[config.mk]
export PLATFORM = sky130hd
export DESIGN_NAME = muldiv_controller
export DESIGN_NICKNAME = d
export VERILOG_FILES = /design/src/rtl/muldiv_pkg.sv /design/src/rtl/divider_step.sv /design/src/rtl/multiplier.sv /design/src/rtl/muldiv_controller.sv
export SDC_FILE = /design/constraint.sdc
export NUM_CORES = 2
export LEC_CHECK = 0
export BUFFER_PORTS_ARGS = -buffer_cell sky130_fd_sc_hd__buf_2
export CORE_MARGIN = 2
export CORE_UTILIZATION = 70
export DETAILED_ROUTE_END_ITERATION = 7
export PLACE_DENSITY = 0.95
export SETUP_SLACK_MARGIN = 0.05
export SKIP_LAST_GASP = 1
export SLEW_MARGIN = 20
export SYNTH_ARGS = -nofsm -noshare
export SYNTH_HDL_FRONTEND = slang
export SYNTH_SLANG_ARGS = --single-unit
[constraint.sdc]
create_clock -name clk -period 23.8 [get_ports clk]
set_input_delay 3.57 -clock clk [delete_from_list [all_inputs] [get_ports clk]]
set_output_delay 3.57 -clock clk [all_outputs]
set_load 0.1 [all_outputs]
[src/rtl/muldiv_pkg.sv]
// Shared definitions for the HI/LO multiply/divide unit: op codes, FSM
// state encoding, op-field width and small op-classification helpers.
// Ops 6/7 (MADD/MADDU) only take effect when MULDIV_MADD_EN is defined.
package muldiv_pkg;

   localparam int OpWidth = 3;

   typedef enum logic [OpWidth-1:0] {
      OP_MULT  = 3'd0,
      OP_MULTU = 3'd1,
      OP_DIV   = 3'd2,
      OP_DIVU  = 3'd3,
      OP_MTHI  = 3'd4,
      OP_MTLO  = 3'd5,
      OP_MADD  = 3'd6,
      OP_MADDU = 3'd7
   } opCode_t;

   typedef enum logic [1:0] {
      S_IDLE = 2'd0,
      S_MUL  = 2'd1,
      S_DIV  = 2'd2,
      S_FIX  = 2'd3
   } state_t;

   // Multiplier sign mode for a latched multiply-family op.
   function automatic logic isUnsignedMul(input opCode_t opIn);
      return (opIn == OP_MULTU) || (opIn == OP_MADDU);
   endfunction

   // Divide-family ops.
   function automatic logic isDivOp(input opCode_t opIn);
      return (opIn == OP_DIV) || (opIn == OP_DIVU);
   endfunction

endpackage

[src/rtl/divider_step.sv]
// One combinational restoring-division iteration: shift the partial
// remainder left, bring in the next dividend bit, and subtract the divisor
// when it fits. Kept separate so the divide datapath can be tested alone.
module divider_step #(
   parameter int BitWidth = 32
) (
   input  logic [BitWidth-1:0] i_remainder,
   input  logic [BitWidth-1:0] i_divisor,
   input  logic                i_dividendBit,
   output logic [BitWidth-1:0] o_remainder,
   output logic                o_quotBit
);

   logic [BitWidth:0] w_shifted;
   logic [BitWidth:0] w_diff;

   // The shifted remainder needs one extra bit because it can reach
   // 2*divisor-1, which may exceed BitWidth bits for large divisors.
   always_comb begin
      w_shifted   = {i_remainder, i_dividendBit};
      w_diff      = w_shifted - {1'b0, i_divisor};
      o_quotBit   = (w_shifted >= {1'b0, i_divisor});
      o_remainder = BitWidth'(o_quotBit ? w_diff : w_shifted);
   end

endmodule

[src/rtl/multiplier.sv]
// Combinational BitWidth x BitWidth multiplier with signed/unsigned mode.
// Produces the full 2*BitWidth product; output is forced to zero when not
// enabled so downstream logic never sees a toggling product while idle.
module multiplier #(
   parameter int BitWidth = 32
) (
   input  logic                  i_enable,
   input  logic                  i_isUnsigned,
   input  logic [BitWidth-1:0]   i_a,
   input  logic [BitWidth-1:0]   i_b,
   output logic [2*BitWidth-1:0] o_product
);

   logic                         w_aSign;
   logic                         w_bSign;
   logic signed [2*BitWidth-1:0] w_aExt;
   logic signed [2*BitWidth-1:0] w_bExt;
   logic signed [2*BitWidth-1:0] w_full;

   // Extend both operands to the product width; the low 2*BitWidth bits of
   // the extended product are correct for both signed and unsigned modes.
   always_comb begin
      w_aSign = ~i_isUnsigned & i_a[BitWidth-1];
      w_bSign = ~i_isUnsigned & i_b[BitWidth-1];
      w_aExt  = {{BitWidth{w_aSign}}, i_a};
      w_bExt  = {{BitWidth{w_bSign}}, i_b};
      w_full  = w_aExt * w_bExt;
      o_product = i_enable ? w_full : '0;
   end

endmodule

[src/rtl/muldiv_controller.sv]
// HI/LO arithmetic sequencer for the MIPS core. Runs the combinational
// multiplier as a multicycle path fed from latched operands, runs an
// iterative restoring divider one bit per cycle, owns HI/LO, and raises
// busy so the pipeline stalls HI/LO consumers until the result commits.
// Optional feature macro: MULDIV_MADD_EN (ops 6/7 become MADD/MADDU, which
// accumulate the product into {hi,lo}); without it ops 6/7 are ignored.
module muldiv_controller
   import muldiv_pkg::*;
#(
   parameter int BitWidth  = 32,
   parameter int MulCycles = 2
) (
   input  logic                clk,
   input  logic                reset,
   input  logic                start,
   input  logic [OpWidth-1:0]  op,
   input  logic [BitWidth-1:0] operandA,
   input  logic [BitWidth-1:0] operandB,
   output logic                busy,
   output logic                done,
   output logic [BitWidth-1:0] hi,
   output logic [BitWidth-1:0] lo
);

   localparam int CntMax = (BitWidth > MulCycles) ? (BitWidth - 1) : (MulCycles - 1);
   localparam int CntW   = (CntMax < 1) ? 1 : $clog2(CntMax + 1);

   state_t                r_state;
   logic [CntW-1:0]       r_count;
   logic [BitWidth-1:0]   r_opA;
   logic [BitWidth-1:0]   r_opB;
   opCode_t               r_op;
   logic [BitWidth-1:0]   r_rem;
   logic [BitWidth-1:0]   r_divQ;
   logic [BitWidth-1:0]   r_divisor;
   logic                  r_negQuot;
   logic                  r_negRem;
   logic                  r_divZero;
   logic [BitWidth-1:0]   r_hi;
   logic [BitWidth-1:0]   r_lo;
   logic                  r_done;

   opCode_t               w_opCode;
   logic                  w_isMul;
   logic                  w_isDiv;
   logic                  w_signedDiv;
   logic                  w_aNeg;
   logic                  w_bNeg;
   logic [BitWidth-1:0]   w_aMag;
   logic [BitWidth-1:0]   w_bMag;
   logic                  w_mulEnable;
   logic                  w_mulUnsigned;
   logic [2*BitWidth-1:0] w_product;
   logic [2*BitWidth-1:0] w_mulResult;
   logic [BitWidth-1:0]   w_stepRem;
   logic                  w_qBit;
   logic [BitWidth-1:0]   w_quotFixed;
   logic [BitWidth-1:0]   w_remFixed;

   function automatic logic [BitWidth-1:0] twosNeg(input logic [BitWidth-1:0] v);
      return ~v + BitWidth'(1);
   endfunction

   assign w_opCode = opCode_t'(op);

   // Classify the incoming op; reserved codes fall through as neither
   // multiply nor divide and are therefore ignored by the FSM.
   always_comb begin
      w_isMul = 1'b0;
      w_isDiv = isDivOp(w_opCode);
      case (w_opCode)
         OP_MULT, OP_MULTU: w_isMul = 1'b1;
`ifdef MULDIV_MADD_EN
         OP_MADD, OP_MADDU: w_isMul = 1'b1;
`endif
         default:           w_isMul = 1'b0;
      endcase
   end

   // Signed divides run on magnitudes; the signs are restored in FIX.
   always_comb begin
      w_signedDiv = (w_opCode == OP_DIV);
      w_aNeg      = w_signedDiv & operandA[BitWidth-1];
      w_bNeg      = w_signedDiv & operandB[BitWidth-1];
      w_aMag      = w_aNeg ? twosNeg(operandA) : operandA;
      w_bMag      = w_bNeg ? twosNeg(operandB) : operandB;
   end

   // The multiplier only ever sees the latched operands, so its inputs are
   // stable for the whole multicycle settling window.
   assign w_mulEnable   = (r_state == S_MUL);
   assign w_mulUnsigned = isUnsignedMul(r_op);

   multiplier #(
      .BitWidth (BitWidth)
   ) u_multiplier (
      .i_enable     (w_mulEnable),
      .i_isUnsigned (w_mulUnsigned),
      .i_a          (r_opA),
      .i_b          (r_opB),
      .o_product    (w_product)
   );

`ifdef MULDIV_MADD_EN
   logic w_accumulate;

   // MADD/MADDU add the product into the current {hi,lo}, wrapping at
   // 2*BitWidth bits; the add sits on the capture edge so latency is kept.
   always_comb begin
      w_accumulate = (r_op == OP_MADD) || (r_op == OP_MADDU);
      w_mulResult  = w_accumulate ? ({r_hi, r_lo} + w_product) : w_product;
   end
`else
   assign w_mulResult = w_product;
`endif

   divider_step #(
      .BitWidth (BitWidth)
   ) u_divider_step (
      .i_remainder   (r_rem),
      .i_divisor     (r_divisor),
      .i_dividendBit (r_divQ[BitWidth-1]),
      .o_remainder   (w_stepRem),
      .o_quotBit     (w_qBit)
   );

   // Sign correction: quotient negated when operand signs differ, remainder
   // follows the dividend's sign.
   always_comb begin
      w_quotFixed = r_negQuot ? twosNeg(r_divQ) : r_divQ;
      w_remFixed  = r_negRem  ? twosNeg(r_rem)  : r_rem;
   end

   // Main sequencer: accepts ops in IDLE, counts the multiply settling
   // window, steps the divider once per cycle, and commits HI/LO.
   always_ff @(posedge clk) begin
      if (reset) begin
         r_state   <= S_IDLE;
         r_count   <= '0;
         r_opA     <= '0;
         r_opB     <= '0;
         r_op      <= OP_MULT;
         r_rem     <= '0;
         r_divQ    <= '0;
         r_divisor <= '0;
         r_negQuot <= 1'b0;
         r_negRem  <= 1'b0;
         r_divZero <= 1'b0;
         r_hi      <= '0;
         r_lo      <= '0;
         r_done    <= 1'b0;
      end else begin
         r_done <= 1'b0;
         case (r_state)
            S_IDLE: begin
               if (start) begin
                  r_opA <= operandA;
                  r_opB <= operandB;
                  r_op  <= w_opCode;
                  if (w_opCode == OP_MTHI) begin
                     r_hi <= operandA;
                  end else if (w_opCode == OP_MTLO) begin
                     r_lo <= operandA;
                  end else if (w_isMul) begin
                     r_state <= S_MUL;
                     r_count <= CntW'(MulCycles - 1);
                  end else if (w_isDiv) begin
                     r_state   <= S_DIV;
                     r_count   <= CntW'(BitWidth - 1);
                     r_rem     <= '0;
                     r_divQ    <= w_aMag;
                     r_divisor <= w_bMag;
                     r_negQuot <= w_aNeg ^ w_bNeg;
                     r_negRem  <= w_aNeg;
                     r_divZero <= (operandB == '0);
                  end
               end
            end
            S_MUL: begin
               if (r_count == '0) begin
                  {r_hi, r_lo} <= w_mulResult;
                  r_done       <= 1'b1;
                  r_state      <= S_IDLE;
               end else begin
                  r_count <= r_count - CntW'(1);
               end
            end
            S_DIV: begin
               r_rem  <= w_stepRem;
               r_divQ <= {r_divQ[BitWidth-2:0], w_qBit};
               if (r_count == '0) begin
                  r_state <= S_FIX;
               end else begin
                  r_count <= r_count - CntW'(1);
               end
            end
            S_FIX: begin
               if (r_divZero) begin
                  r_lo <= '1;
                  r_hi <= r_opA;
               end else begin
                  r_lo <= w_quotFixed;
                  r_hi <= w_remFixed;
               end
               r_done  <= 1'b1;
               r_state <= S_IDLE;
            end
            default: r_state <= S_IDLE;
         endcase
      end
   end

   assign busy = (r_state != S_IDLE);
   assign done = r_done;
   assign hi   = r_hi;
   assign lo   = r_lo;

endmodule
---- After elaboration in Yosys (flattened, before gate mapping) ----
Cells that the tools add are included.
operators by class
  multipliers ............................. 1
  $add $sub $neg .......................... 6
  equality and inequality tests ........... 21
  bitwise logic cells ..................... 13
  reductions and logical operators ........ 19
  muxes and demuxes ....................... 46
  magnitude comparators ................... 1
operators by type and width
  operator                                          number
  2-to-1 mux 32 bit                                 24
  one-hot mux 32 bit (3 select lines)               2
  adder 32 x 1 -> 32 bit, second input constant     4
  inverter 32 bit                                   4
  one-hot mux 32 bit (2 select lines)               2
  multiplier 33 x 33 -> 64 bit                      1
  greater-or-equal comparator 33 x 32 -> 1 bit      1
  zero test 32 bit                                  1
  subtractor 32 bit                                 1
  2-to-1 mux 5 bit                                  6
  AND reduction 6 bit                               4
  != test 2 bit, second input constant              10
  2-to-1 mux 2 bit                                  7
  one-hot mux 5 bit (2 select lines)                1
  == test 3 bit, second input constant              3
  one-hot mux 2 bit (4 select lines)                1
  == test 3 x 1 -> 1 bit, second input constant     2
  == test 3 x 2 -> 1 bit, second input constant     2
  nonzero test 2 bit                                3
  zero test 5 bit                                   1
  AND reduction 5 bit                               1
  subtractor 5 x 1 -> 5 bit, second input constant  1
  bitwise AND 1 bit                                 4
  == test 2 bit, second input constant              2
  13 further kinds                                  19
storage, ports and cells
  input port bits ......................... 70
  logic and storage cells ................. 121
  output and inout port bits .............. 66
  flip-flop bits (word level) ............. 238

---- Depth between registers and ports, before layout ----
  depth in word-level cells ............... 9
  gate-level depth with buffers ........... 33
  gate-level depth less buffers ........... 31

---- Hierarchy ----
From an unflattened synthesis, not the netlist that was laid out.
second synthesis, totals
  cell total of the unflattened synthesis .. 6,344
  area total of the unflattened synthesis .. 54,013.1 sq um
modules (own cells, without submodules)
  module             cells an instance  instances  area each (sq um)  seq. area each (sq um)
  multiplier         4,258              1          38,205.4           0.0
  muldiv_controller  1,763              1          13,476.7           4,764.6
  divider_step       323                1          2,331.0            0.0

---- Worst setup path after synthesis ----
Ideal clock, no wire load.
  kind .................................... register to register
  from .................................... register r_opA[31]
  to ...................................... register r_hi[29], in the netlist hi[29]
  slack ................................... 15.720 ns
  period minus slack after synthesis ...... 8.080 ns
  data required time ...................... 23.714 ns
  library setup time ...................... 0.086 ns
  cell stages (with the launch flop) ...... 29
  data arrival time ....................... 7.994 ns
  buffers on the path ..................... 3
  cell sequence ........................... dfxtp_1 > clkbuf_1 > and2_1 > clkbuf_1 > nand2_1 > inv_1 > fa_1 > fa_1 > fa_1 > inv_1 > fa_1 > fa_1 > fa_1 > fa_1 > fa_1 > inv_1 > ha_1 > clkbuf_1 > a21oi_1 > o21bai_1 > a21o_1 > a2111oi_0 > o21bai_1 > o2bb2ai_1 > a21o_1 > o311ai_1 > a21oi_1 > nand3b_1 > a211oi_1
on the way
  longest elaborated chain between the ends .. 4
RTL lines
  what                                     RTL line                  RTL
  start, declared                          muldiv_controller.sv:30   logic [BitWidth-1:0] r_opA;
  start signal, assigned                   muldiv_controller.sv:157  r_opA <= operandA;
  bitwise AND 1 bit                        multiplier.sv:23          w_aSign = ~i_isUnsigned & i_a[BitWidth-1];
  multiplier 33 x 33 -> 64 bit (*)         multiplier.sv:27          w_full = w_aExt * w_bExt;
  2-to-1 mux 32 bit (*)                    muldiv_controller.sv:180  if (r_count == '0) begin
  one-hot mux 32 bit (3 select lines) (*)  muldiv_controller.sv:154  case (r_state)
  end signal, assigned                     muldiv_controller.sv:161  r_hi <= operandA;
  end signal, assigned                     muldiv_controller.sv:181  {r_hi, r_lo} <= w_mulResult;
  end signal, assigned                     muldiv_controller.sv:200  r_hi <= r_opA;
  end, declared                            muldiv_controller.sv:39   logic [BitWidth-1:0] r_hi;
Every way passes the cells marked *; elsewhere a longest branch is shown, timed or not. The select of a mux whose other input is x is not followed.
A chain may end at the register's enable or synchronous reset.

---- Worst setup path in the final report ----
  from .................................... register r_op[2]
  to ...................................... register r_hi[29], in the netlist hi[29]
on the way
  longest elaborated chain between the ends .. 7
  elaborated cells between the ends (all ways) .. 9
  those cells by class .................... mul: 1; eq/ne: 2; mux: 2; bitwise: 3; reduce/logical: 1
RTL lines
  what                                                            RTL line                            RTL
  start, declared                                                 muldiv_controller.sv:32             opCode_t r_op;
  start signal, assigned                                          muldiv_controller.sv:159            r_op <= w_opCode;
  == test 3 x 1 -> 1 bit / == test 3 bit (equally long branches)  muldiv_pkg.sv:28                    return (opIn == OP_MULTU) || (opIn == OP_MADDU);
  logical OR 1 bit (*)                                            muldiv_pkg.sv:28
  inverter 1 bit (*)                                              multiplier.sv:23, multiplier.sv:24
  bitwise AND 1 bit (on tied branches)                            multiplier.sv:23, multiplier.sv:24
  multiplier 33 x 33 -> 64 bit (*)                                multiplier.sv:27
  2-to-1 mux 32 bit (*)                                           muldiv_controller.sv:180
  one-hot mux 32 bit (3 select lines) (*)                         muldiv_controller.sv:154
Marked as above.

==> flow_summary.yaml <==
outcome:
  outcome: "finished clean"
drt:
  routed_wl_um: 156000
  vias: 44400
  antenna_left: 0
  wl_per_cell_um: 22.3
  vias_per_cell: 6.34
  drt_iter0_drc: 4852
  firstDrtPassIters: 8
  drc_errors: 0
global_route:
  grt_max_degree: 97
  grt_use_total_pct: 41.5
  grt_pass1_wl_um: 251000
  grt_overflow_total: 0
  grt_pass1_vias: 48300
  antenna_found_initial: 7
synthesis:
  synth_nets: 7635
  synth_top_flop_cell: "dfxtp_1"
  synth_edf_count: 0
  synth.largest_area_cell: "fa_1"
  synth_area_um2: 52300
  syn_area_per_cell_um2: 8.45
  ys_seq_area_share_pct: 9.11
  synth_most_common_cell: "inv_1"
  synth.distinct_cells: 78
  synth-seq-cells: 238
  netlist.area_leader.share_pct: 43.1
  ys_async_sr_fraction_pct: 0
  postSynthCellCount: 6185
  yosys-top-cells-count: "inv_1, nand2_1, fa_1, clkbuf_1, and2_1"
  synth.area.top_cells: "fa_1, dfxtp_1, inv_1"
  synth-warning-count: 0
hold_path:
  min_path_cells: 2
  hold_class: "reg -> reg"
run:
  drv_cap: 0
clock_tree:
  cts_root_buf: "clkbuf_16"
  clock_sinks: 238
  postCtsSetupBuffers: 0
  clk_pin_slew_ns: 0.07
  cts_hold_buf: 0
  worstSkewPairLatency_ns: 0.55
  clockBufferDepth: 3
  cts-resized-gates: 0
  cts_tree: "done"
  htreeDepth: 1
  numCtsBuffers: 24
timing:
  rsz0062_at_grt: "false"
  slew_viol_final: 0
  relSlewSlack_pct: 24.0
  min_period_ns: 9.34
  hold_viol_final: 0
  fmax_mhz: 107
  worstMarginPinSlew_ns: 1.14
  tns_ns: 0
  setup_viol: 0
  fin_crit_sh_pct: 39.3
  hold_ws_ns: 0.463
  finClkSkew_ns: 0.0130
layout:
  seqCellArea_um2: 4780
  multiInputGateArea_um2: 41400
  nNetsFinal: 7457
  fillers: 4986
  instances_no_fill: 6998
  area_growth_pct: 3.58
  drive_above_1_share_pct: 5.13
die:
  fp.dieH_um: 277
  ios: 136
  initial_core_util_pct: 70.5
  rows: 100
  die_w_um: 277
  fp.dieArea_um2: 76900
  core_area_um2: 74200
power_and_ir_drop:
  finalPower_mw: 4.86
  switching_share_pct: 59.2
  ir_worst_vdd_uv: 129
  p_int_mw: 1.98
  comb_power_share_pct: 78.4
  switchingPower_mw: 2.88
  p_per_area_nw_per_um2: 89.8
  clkPwrFrac_pct: 9.0
  p_leak_nw: 24.5
  seqPwrFrac_pct: 12.6
worst_setup_path:
  critPathCaptureType: "flop"
  critPathMostFrequentCell: "fa_1"
  required_ns: 24.26
  reg2reg_depth: 29
  cp_slowest_cell: "fa_1"
  cp-start-kind: "flop"
  critPathMaxStageDelay_ns: 0.87
  cp_data_arrival_time_ns: 9.80
  cp_max_fo: 21
  worstSetupPathType: "reg -> reg"
placed_design:
  dp_hpwl_um: 122000
  dpl.cell_count: 6950
  gp_congestion: 1.02
  port_buffers: 135
## worst max-delay path, delay by kind of cell, from the launching register on
family / cells / cell delay (ns)
flops: 1 / 0.32
simple gates: 4 / 1.11
compound gates: 7 / 1.62
xor+xnor: 1 / 0.12
buf+inv: 8 / 1.40
fa+ha+maj: 9 / 4.69
## final timing paths
kind                   from   endpoint  slack (ns)
setup / recovery    r_op[2]     hi[29]       14.46
hold / removal    r_opB[24]  r_opB[24]        0.46
setup reg to reg    r_op[2]     hi[29]       14.46
hold reg to reg   r_opB[24]  r_opB[24]        0.46
## metal layers
metal  global-route usage (%)  vias to the layer above  share of wire (%)
li1                         -                    18400                  -
met1                     49.1                    21600                 32
met3                     9.96                     1108                 12
met5                        0                        -              0.015
met4                     29.7                        4                8.8
met2                     67.0                     3295                 47
## state kept, by name, summed over array words and instances (netlist names), 2 cells and up
signal,count
lo,32
r_count,5
r_opA,32
r_rem,32
r_opB,32
r_state,2
hi,32
r_op,3
r_divisor,32
r_divQ,32
## placed cells by master, fill, tap and decap left out, types with 24 or more instances in the layout
master / instances
inv_1: 1219
nand2_1: 1173
fa_1: 1126
and2_1: 297
ha_1: 251
a21oi_1: 238
dfxtp_1: 226
o21ai_0: 198
nor2_1: 189
buf_2: 134
xnor2_1: 123
xor2_1: 86
buf_4: 75
a21o_1: 59
a211oi_1: 51
nor3_1: 42
and3_1: 36
nand4_1: 28
nand3_1: 27
o31ai_1: 25
clkbuf_16: 25
o21bai_1: 24
a311oi_1: 24
## cell families after synthesis
family	share of synthesized area (%)
buffers and inverters	11.7
flip-flops	9.11
AND/OR/NAND/NOR	16.3
XOR/XNOR	3.50
AO/OA/AOI/OAI	9.85
adder cells (fa/ha/maj)	49.2
multiplexers	0.306
## power groups by stage
stage	sequential, mW	clock [mW]	combinational [mW]
after global placement	0.603	0	3.56
after global routing	0.613	0.451	4.12
after detailed placement	0.608	0	3.70
after floorplan	0.898	0	2.34
final	0.611	0.439	3.81
after CTS	0.600	0.437	3.72
## through the flow
step / util, % / worst slack, ns / instance area [um2]
2_1_floorplan: - / 15.72 / 52300
3_3_place_gp: 71.8 / 14.83 / 53200
3_5_place_dp: 71.8 / 14.59 / 53200
4_1_cts: 73.0 / 14.54 / 54100
5_1_grt: 73.0 / 13.95 / 54100
6_report: 73.0 / 14.46 / 54100
## final cells by class
type,instances,share of cell area [%]
clock buffer,32,1.26
timing repair buffer,210,2.30
antenna,4,0.0185
tap,969,2.24
sequential,238,8.83
inverter,1219,8.45
clock inverter,12,0.397
multi-input combinational,4314,76.5
(Power assumes the default switching activity.)
